File: config.mk
export PLATFORM = sky130hd
export DESIGN_NAME = trgg_slv
export DESIGN_NICKNAME = d
export VERILOG_FILES = /design/src/rtl/trgg_pkg.sv /design/src/rtl/trgg_sync.sv /design/src/rtl/trgg_slv.sv
export SDC_FILE = /design/constraint.sdc
export NUM_CORES = 1
export LEC_CHECK = 0
export ABC_AREA = 1
export BUFFER_PORTS_ARGS = -buffer_cell sky130_fd_sc_hd__buf_4
export CAP_MARGIN = 20
export CORE_MARGIN = 2
export CORE_UTILIZATION = 61
export DETAILED_ROUTE_END_ITERATION = 7
export PLACE_DENSITY = 0.93
export SKIP_CTS_REPAIR_TIMING = 1
export SYNTH_ARGS = -nofsm -noshare
export SYNTH_HDL_FRONTEND = slang
export SYNTH_SLANG_ARGS = --single-unit
File: constraint.sdc
create_clock -name clk -period 2.4 [get_ports clk]
set_clock_uncertainty 0.05 [all_clocks]
set_input_delay 0.36 -clock clk [delete_from_list [all_inputs] [get_ports clk]]
set_output_delay 0.36 -clock clk [all_outputs]
set_load 0.005 [all_outputs]
File: src/rtl/trgg_pkg.sv
// Shared types and sizing helpers for the trigger-link SPI responder.
package trgg_pkg;

  localparam int unsigned TRGG_DW = 16;

  typedef enum logic [1:0] {
    StWaitHi,
    StIdle,
    StShift
  } trgg_state_e;

  // bit_cnt must hold 0..DW+1 so an over-long frame stays distinguishable from a full one.
  function automatic int unsigned trgg_cnt_w(input int unsigned dw);
    return $clog2(dw + 2);
  endfunction

endpackage

File: src/rtl/trgg_sync.sv
// Multi-flop synchronizer with history flop; registered level and edge outputs.
module trgg_sync #(
  parameter int unsigned Stages   = 2,
  parameter logic        ResetVal = 1'b0
) (
  input  logic clk,
  input  logic rst,
  input  logic pin_i,
  output logic level_o,
  output logic rise_o,
  output logic fall_o
);

  logic [Stages-1:0] sync_q, sync_d;
  logic              hist_q, hist_d;
  logic              rise_q, rise_d;
  logic              fall_q, fall_d;

  always_comb begin
    sync_d = {sync_q[Stages-2:0], pin_i};
    hist_d = sync_q[Stages-1];
    rise_d = sync_q[Stages-1] & ~hist_q;
    fall_d = ~sync_q[Stages-1] & hist_q;
  end

  always_ff @(posedge clk) begin
    if (rst) begin
      sync_q <= {Stages{ResetVal}};
      hist_q <= ResetVal;
      rise_q <= 1'b0;
      fall_q <= 1'b0;
    end else begin
      sync_q <= sync_d;
      hist_q <= hist_d;
      rise_q <= rise_d;
      fall_q <= fall_d;
    end
  end

  // history flop carries the same sample instant as the registered edge pulses
  assign level_o = hist_q;
  assign rise_o  = rise_q;
  assign fall_o  = fall_q;

endmodule

File: src/rtl/trgg_slv.sv
// SPI mode-0 responder for one trigger channel: serves tx_data on MISO, captures MOSI.
module trgg_slv
  import trgg_pkg::*;
#(
  parameter int unsigned DW          = TRGG_DW,
  parameter int unsigned SYNC_STAGES = 2
) (
  input  logic          clk,
  input  logic          rst,
  input  logic          pin_sclk,
  input  logic          pin_cs,
  input  logic          pin_mosi,
  output logic          pin_miso,
  input  logic [DW-1:0] tx_data,
  output logic          tx_ack,
  output logic [DW-1:0] rx_data,
  output logic          rx_valid,
  output logic          frame_err
);

  localparam int unsigned    CntW    = trgg_cnt_w(DW);
  localparam logic [CntW-1:0] CntFull = CntW'(DW);
  localparam logic [CntW-1:0] CntMax  = CntW'(DW + 1);
  localparam logic [CntW-1:0] Flush   = CntW'(SYNC_STAGES + 1);
  localparam logic [CntW-1:0] CntOne  = CntW'(1);

  logic sclk_level_unused, sclk_rise, sclk_fall;
  logic cs_level, cs_rise, cs_fall;
  logic mosi_level, mosi_rise_unused, mosi_fall_unused;

  trgg_sync #(.Stages(SYNC_STAGES), .ResetVal(1'b0)) u_sync_sclk (
    .clk    (clk),
    .rst    (rst),
    .pin_i  (pin_sclk),
    .level_o(sclk_level_unused),
    .rise_o (sclk_rise),
    .fall_o (sclk_fall)
  );

  trgg_sync #(.Stages(SYNC_STAGES), .ResetVal(1'b1)) u_sync_cs (
    .clk    (clk),
    .rst    (rst),
    .pin_i  (pin_cs),
    .level_o(cs_level),
    .rise_o (cs_rise),
    .fall_o (cs_fall)
  );

  trgg_sync #(.Stages(SYNC_STAGES), .ResetVal(1'b0)) u_sync_mosi (
    .clk    (clk),
    .rst    (rst),
    .pin_i  (pin_mosi),
    .level_o(mosi_level),
    .rise_o (mosi_rise_unused),
    .fall_o (mosi_fall_unused)
  );

  trgg_state_e     state_q, state_d;
  logic [CntW-1:0] bit_cnt_q, bit_cnt_d;
  logic [DW-1:0]   tx_sh_q, tx_sh_d;
  logic [DW-1:0]   rx_sh_q, rx_sh_d;
  logic [DW-1:0]   rx_data_q, rx_data_d;
  logic            miso_q, miso_d;
  logic            tx_ack_q, tx_ack_d;
  logic            rx_valid_q, rx_valid_d;
  logic            frame_err_q, frame_err_d;

  always_ff @(posedge clk) begin
    if (rst) begin
      state_q     <= StWaitHi;
      bit_cnt_q   <= '0;
      tx_sh_q     <= '0;
      rx_sh_q     <= '0;
      rx_data_q   <= '0;
      miso_q      <= 1'b0;
      tx_ack_q    <= 1'b0;
      rx_valid_q  <= 1'b0;
      frame_err_q <= 1'b0;
    end else begin
      state_q     <= state_d;
      bit_cnt_q   <= bit_cnt_d;
      tx_sh_q     <= tx_sh_d;
      rx_sh_q     <= rx_sh_d;
      rx_data_q   <= rx_data_d;
      miso_q      <= miso_d;
      tx_ack_q    <= tx_ack_d;
      rx_valid_q  <= rx_valid_d;
      frame_err_q <= frame_err_d;
    end
  end

  // The cs synchronizer resets to 1, so WAIT_HI must first flush it before trusting cs_level.
  always_comb begin
    state_d = state_q;
    unique case (state_q)
      StWaitHi: if (bit_cnt_q == Flush && cs_level) state_d = StIdle;
      StIdle:   if (cs_fall) state_d = StShift;
      StShift:  if (cs_rise) state_d = StIdle;
      default:  state_d = StWaitHi;
    endcase
  end

  always_comb begin
    bit_cnt_d   = bit_cnt_q;
    tx_sh_d     = tx_sh_q;
    rx_sh_d     = rx_sh_q;
    rx_data_d   = rx_data_q;
    tx_ack_d    = 1'b0;
    rx_valid_d  = 1'b0;
    frame_err_d = 1'b0;
    unique case (state_q)
      StWaitHi: begin
        if (bit_cnt_q != Flush) bit_cnt_d = bit_cnt_q + CntOne;
        else if (cs_level)      bit_cnt_d = '0;
      end
      StIdle: begin
        if (cs_fall) begin
          tx_sh_d   = tx_data;
          tx_ack_d  = 1'b1;
          bit_cnt_d = '0;
        end
      end
      StShift: begin
        if (cs_rise) begin
          if (bit_cnt_q == CntFull) begin
            rx_data_d  = rx_sh_q;
            rx_valid_d = 1'b1;
          end else begin
            frame_err_d = 1'b1;
          end
        end else if (!cs_level) begin
          if (sclk_rise) begin
            rx_sh_d = {rx_sh_q[DW-2:0], mosi_level};
            if (bit_cnt_q != CntMax) bit_cnt_d = bit_cnt_q + CntOne;
          end
          // zeros shift in, so MISO idles low once all DW bits have gone out
          if (sclk_fall) tx_sh_d = {tx_sh_q[DW-2:0], 1'b0};
        end
      end
      default: ;
    endcase
    miso_d = (state_d == StShift) ? tx_sh_d[DW-1] : 1'b0;
  end

  assign pin_miso  = miso_q;
  assign tx_ack    = tx_ack_q;
  assign rx_data   = rx_data_q;
  assign rx_valid  = rx_valid_q;
  assign frame_err = frame_err_q;

endmodule

### After elaboration in Yosys (flattened, before gate mapping)

Index checks and enable logic that the tools add are counted.

* output and inout port bits: 20
* flip-flop bits (word level): 72
* bits of input ports: 21
* word-level logic and storage cells: 78

* add/subtract/negate cells: 1
* bitwise logic cells: 12
* equal/unequal tests: 14
* multiplexer cells: 20
* reduce and logical (&&, ||, !) cells: 11

Operator list (number)
* two-way mux 16 bit: 4
* two-way mux 5 bit: 7
* one-hot mux 16 bit (2 select lines): 1
* one-hot mux 5 bit (3 select lines): 1
* NOT 1 bit: 8
* AND reduction 7 bit: 1
* two-way mux 2 bit: 3
* != test 2 x 1 -> 1 bit (second input constant): 3
* != test 2 bit (second input constant): 3
* one-hot mux 2 bit (3 select lines): 1
* adder 5 x 1 -> 5 bit (second input constant): 1
* equality test 5 x 2 -> 1 bit (second input constant): 1
* equality test 5 bit (second input constant): 1
* != test 5 x 2 -> 1 bit (second input constant): 1
* != test 5 bit (second input constant): 1
* AND reduction 5 bit: 1
* bitwise AND 1 bit: 4
* equality test 2 bit (second input constant): 2
* AND reduction 4 bit: 1
* OR reduction 2 bit: 2
* two-way mux 1 bit: 3
* != test 3 x 2 -> 1 bit (second input constant): 1
* AND reduction 3 bit: 1
* nonzero test 3 bit: 1
* other kinds (5): 5

### Depth between registers and ports, before layout

* depth in word-level cells: 7
* mapped depth: 11
* depth with buffers taken out: 11

### Hierarchy

A second synthesis with hierarchy kept.

* cell total of the unflattened synthesis: 422
* area total of the unflattened synthesis: 3090.5 µm²

Modules (own cells, without submodules)
* trgg_slv: cells an instance 378, seq. area each 1181.1 µm², area an instance 2671.3 µm², instances 1
* trgg_sync (u_sync_mosi ...): cells an instance 15, seq. area each 100.1 µm², area an instance 140.1 µm², instances 2
* trgg_sync (u_sync_cs): cells an instance 14, seq. area each 100.1 µm², area an instance 138.9 µm², instances 1

### Worst setup path after synthesis

OpenSTA, ideal clock, no wires.

* kind: register -> register
* from: register state_q[0]
* to: register tx_sh_q[11]
* stages on the path, launching flop included: 10
* buffers on the path: 1
* library setup time: 132 ps
* period minus slack after synthesis: 1644 ps
* slack: 756 ps
* data required time: 2218 ps
* data arrival time: 1462 ps
* path through: dfxtp_1 > inv_1 > ha_1 > inv_1 > nand2_1 > a21oi_4 > inv_2 > buf_2 > nand2_1 > a21oi_1

* cells in the longest elaborated chain, start to end: 3
* elaborated cells on any way between the ends: 9
* those cells by class: eq/ne: 6; mux: 1; reduce/logical: 2

Ends and longest elaborated chain
* start, declared: RTL line trgg_slv.sv:58 `trgg_state_e state_q, state_d;`
* start signal, assigned: RTL line trgg_slv.sv:70 `state_q <= StWaitHi;`
* start signal, assigned: RTL line trgg_slv.sv:80 `state_q <= state_d;`
* equality test 2 bit or equality test 2 x 1 -> 1 bit (tied branches): RTL line trgg_slv.sv:111 `unique case (state_q)`
* != test 2 x 1 -> 1 bit (no source line), or another cell as far along
* AND reduction 5 bit (no source line)
* end signal, assigned: RTL line trgg_slv.sv:82 `tx_sh_q <= tx_sh_d;`
* end, declared: RTL line trgg_slv.sv:60 `logic [DW-1:0] tx_sh_q, tx_sh_d;`

Several ways; a longest one is shown, not always the timed one.
A chain may end at the register's enable or synchronous reset.

### Worst setup path after layout

* from: register state_q[0]
* to: register tx_sh_q[1]

Same word-level chain as after synthesis.

==> impl_metrics.yaml <==
yosys:
  number_of_enable_type_register_cells_in_the_synthesized_netlist: 0
  synthDistinctLibCells: 20
  yosys.area.top_type_share_pct: 48.5
  synthFlopType: "dfxtp_1"
  synth.ff_latch_count: 72
  dominant_cell_type_by_area_after_synthesis: "dfxtp_1"
  avgSynthCellArea_um2: 7.14
  synth_cells: 416
  async_flop_share_pct: 0
  yosysMostFrequentCell: "nor2_1"
  yosysSeqAreaShare_pct: 48.5
  syn-num-nets: 444
  synth.cells.most_frequent: "97 x nor2_1, 85 x nand2_1, 72 x dfxtp_1"
  synth-warning-count: 0
  synth_area_um2: 2970
  synth.top_cells.by_area: "dfxtp_1 49%, nor2_1 12%, nand2_1 11%, nand3_1 6.7%, o21ai_0 4.0%"
clock_network:
  cts_tree: "built"
  insertion_delay_ns: 0.35
  cts-root-buf: "clkbuf_8"
  clk_pin_slew_worst_paths_ns: 0.08
  cts_inserted_buffers: 9
  clock_tree.htree_level_count: 3
  cts.sink_count: 72
  clockBufferDepth: 2
routing:
  wl_per_cell_um: 12.3
  drt_pass1_iterations: 4
  detail-route-antenna-nets: 0
  vias_after_detailed_routing: 2747
  detail_route.wirelength_um: 6490
  drc: 0
  avgViaCountPerCell: 5.22
  iteration_0_drc_count_of_the_detailed_router: 237
power:
  switching_share_pct: 28.7
  power.share.clock_pct: 36.7
  netSwitchingPower_uw: 747
  power_per_cell_area_nw_per_um2: 742
  internal-power_mw: 1.86
  power_frac_seq_pct: 48.9
  power.total_mw: 2.60
  ir_drop_v: 0.000566
  p_leak_nw: 1.66
  share_comb_of_total_power_pct: 14.4
final_layout:
  nFillCells: 357
  post_layout_util_pct: 74.3
  area_added_between_synthesis_and_finish_pct: 18.1
  post_route_standard_cell_area_excluding_fillers_um2: 3510
  nNetsFinal: 482
  insertedDiodeCount: 0
  share_of_cells_above_drive_strength_1_pct: 15.7
  post_layout_nonfiller_instances: 526
global_route:
  grt_first_pass_wirelength_um: 10800
  grt_pass1_vias: 2595
  overflow: 0
  initial_antenna_violation_count: 0
  grt_start_max_net_pins: 41
  groute.usage.overall_pct: 25.6
critical_path:
  critPathKind: "reg -> reg"
  worst_ep_arrival_time_ns: 2.29
  setup.worst_path.start_class: "flop"
  rrSetupSlack_ns: 0.35
  cp.required_ns: 2.63
  critPathCaptureType: "flop"
  crit_path_max_fanout: 16
floorplanning:
  floorplan.initialDensity_pct: 62.9
  row_count: 25
  chipHeight_um: 73.8
  floorplan.die_area_um2: 5450
  number_of_placed_i_o_pins: 41
  chipWidth_um: 73.8
  core_region_area_um2: 4720
worst_hold_path:
  hold_path_class: "in -> reg"
sta:
  hold_viol_final: 0
  final.setup.tns_ns: 0
  finalWorstPathRequiredPeriod_ns: 2.05
  tightestPinTransition_ns: 0.383
  smallest_setup_slack_after_layout_ns: 0.348
  report.final.setup_viol: 0
  max_clock_freq_ghz: 0.487
  final.period_utilization_pct: 85.5
  grt_setup_unrepaired: "no"
  hold_slack_ns: 0.140
  slew_headroom_pct: 74.5
  slew_violations: 0
placement:
  port-buffer-count: 40
  placedInstanceArea_um2: 3310
  finalWeightedCongestion: 0.885
  preCtsSetupSlack_ns: 0.435
  dpl.hpwl_um: 4230
  post_placement_cell_count: 510
status:
  run_status: "complete, no violations"
run:
  max-cap-violations: 0
layout by cell type (no fill, tap or decap):
cell type   instances
clkbuf_1            1
buf_4              45
nor2_2              3
nand3_2             1
o21ai_1            10
clkinvlp_4          1
clkinv_4            2
dfxtp_1            72
inv_6               1
or2_2               2
ha_1                7
inv_1              26
a21oi_1            20
xor2_1              2
nand2_1            85
nor3_1              2
a21boi_0            1
inv_2               5
o21ai_0            24
clkinv_2            1
clkbuf_8            9
bufinv_16           1
a21oi_4             1
nor2_1             97
nand3_1            40
cells by family (layout without fill, tap and decap cells):
kind of cell             after synthesis  in the layout  synth area share (%)
AO/OA/AOI/OAI                         56             56                  9.90
XOR/XNOR                               2              2                 0.590
adder cells (fa/ha/maj)                7              7                  2.95
buffers and inverters                 49             92                  6.61
flip-flops                            72             72                  48.5
AND/OR/NAND/NOR                      230            230                  31.5
flip-flops by register name, summed over array words and instances (netlist names):
register and count:
pin_miso 1, u_sync_mosi.level_o 1, tx_sh_q 16, state_q 2
rx_valid 1, u_sync_sclk.fall_o 1, u_sync_cs.level_o 1, u_sync_cs.fall_o 1
u_sync_sclk.sync_q 2, bit_cnt_q 5, u_sync_mosi.sync_q 2, u_sync_sclk.rise_o 1
frame_err 1, u_sync_cs.sync_q 2, rx_sh_q 16, rx_data 16
u_sync_sclk.level_o 1, u_sync_cs.rise_o 1, tx_ack 1
critical path, cell delays in order, from the launching register on:
cell and delay, ns:
dfxtp_1 0.35, inv_1 0.12, ha_1 0.28, nand2_1 0.10, inv_2 0.22, nand2_1 0.15
a21oi_4 0.29, buf_4 0.21, nand3_1 0.08, a21oi_1 0.14
final timing paths:
path                                                startpoint                              to  depth (start not counted)
worst min register to register  u_sync_cs.sync_q[1]$_SDFF_PP1_     u_sync_cs.fall_o$_SDFF_PP0_                          1
worst min-delay path                                    pin_cs  u_sync_cs.sync_q[0]$_SDFF_PP1_                          2
worst max register to register           state_q[0]$_SDFF_PP0_         tx_sh_q[1]$_SDFFE_PP0P_                          9
worst max-delay path                     state_q[0]$_SDFF_PP0_         tx_sh_q[1]$_SDFFE_PP0P_                          9
per-layer routing:
metal	GRT usage (%)	part of all wire (%)
met3	5.76	4.8
met1	30.0	43
met2	43.5	50
met4	12.9	1.6
met5	0	0
power groups by stage:
stage	registers, mW	logic (mW)	clock network (mW)
final	1.27	0.376	0.956
after global routing	1.28	0.433	0.996
after CTS	1.27	0.375	0.957
after detailed placement	1.30	0.371	0
after global placement	1.30	0.351	0
after floorplan	1.29	0.280	0
layout make-up:
class,instances,area (um2),area share (%)
timing repair buffer,45,338,9.63
multi-input combinational,295,1330,38.0
inverter,31,116,3.32
sequential,72,1440,41.1
clock buffer,10,128,3.64
tap,67,83.8,2.39
clock inverter,6,68.8,1.96
No activity file was read; power rests on OpenSTA's default activity.
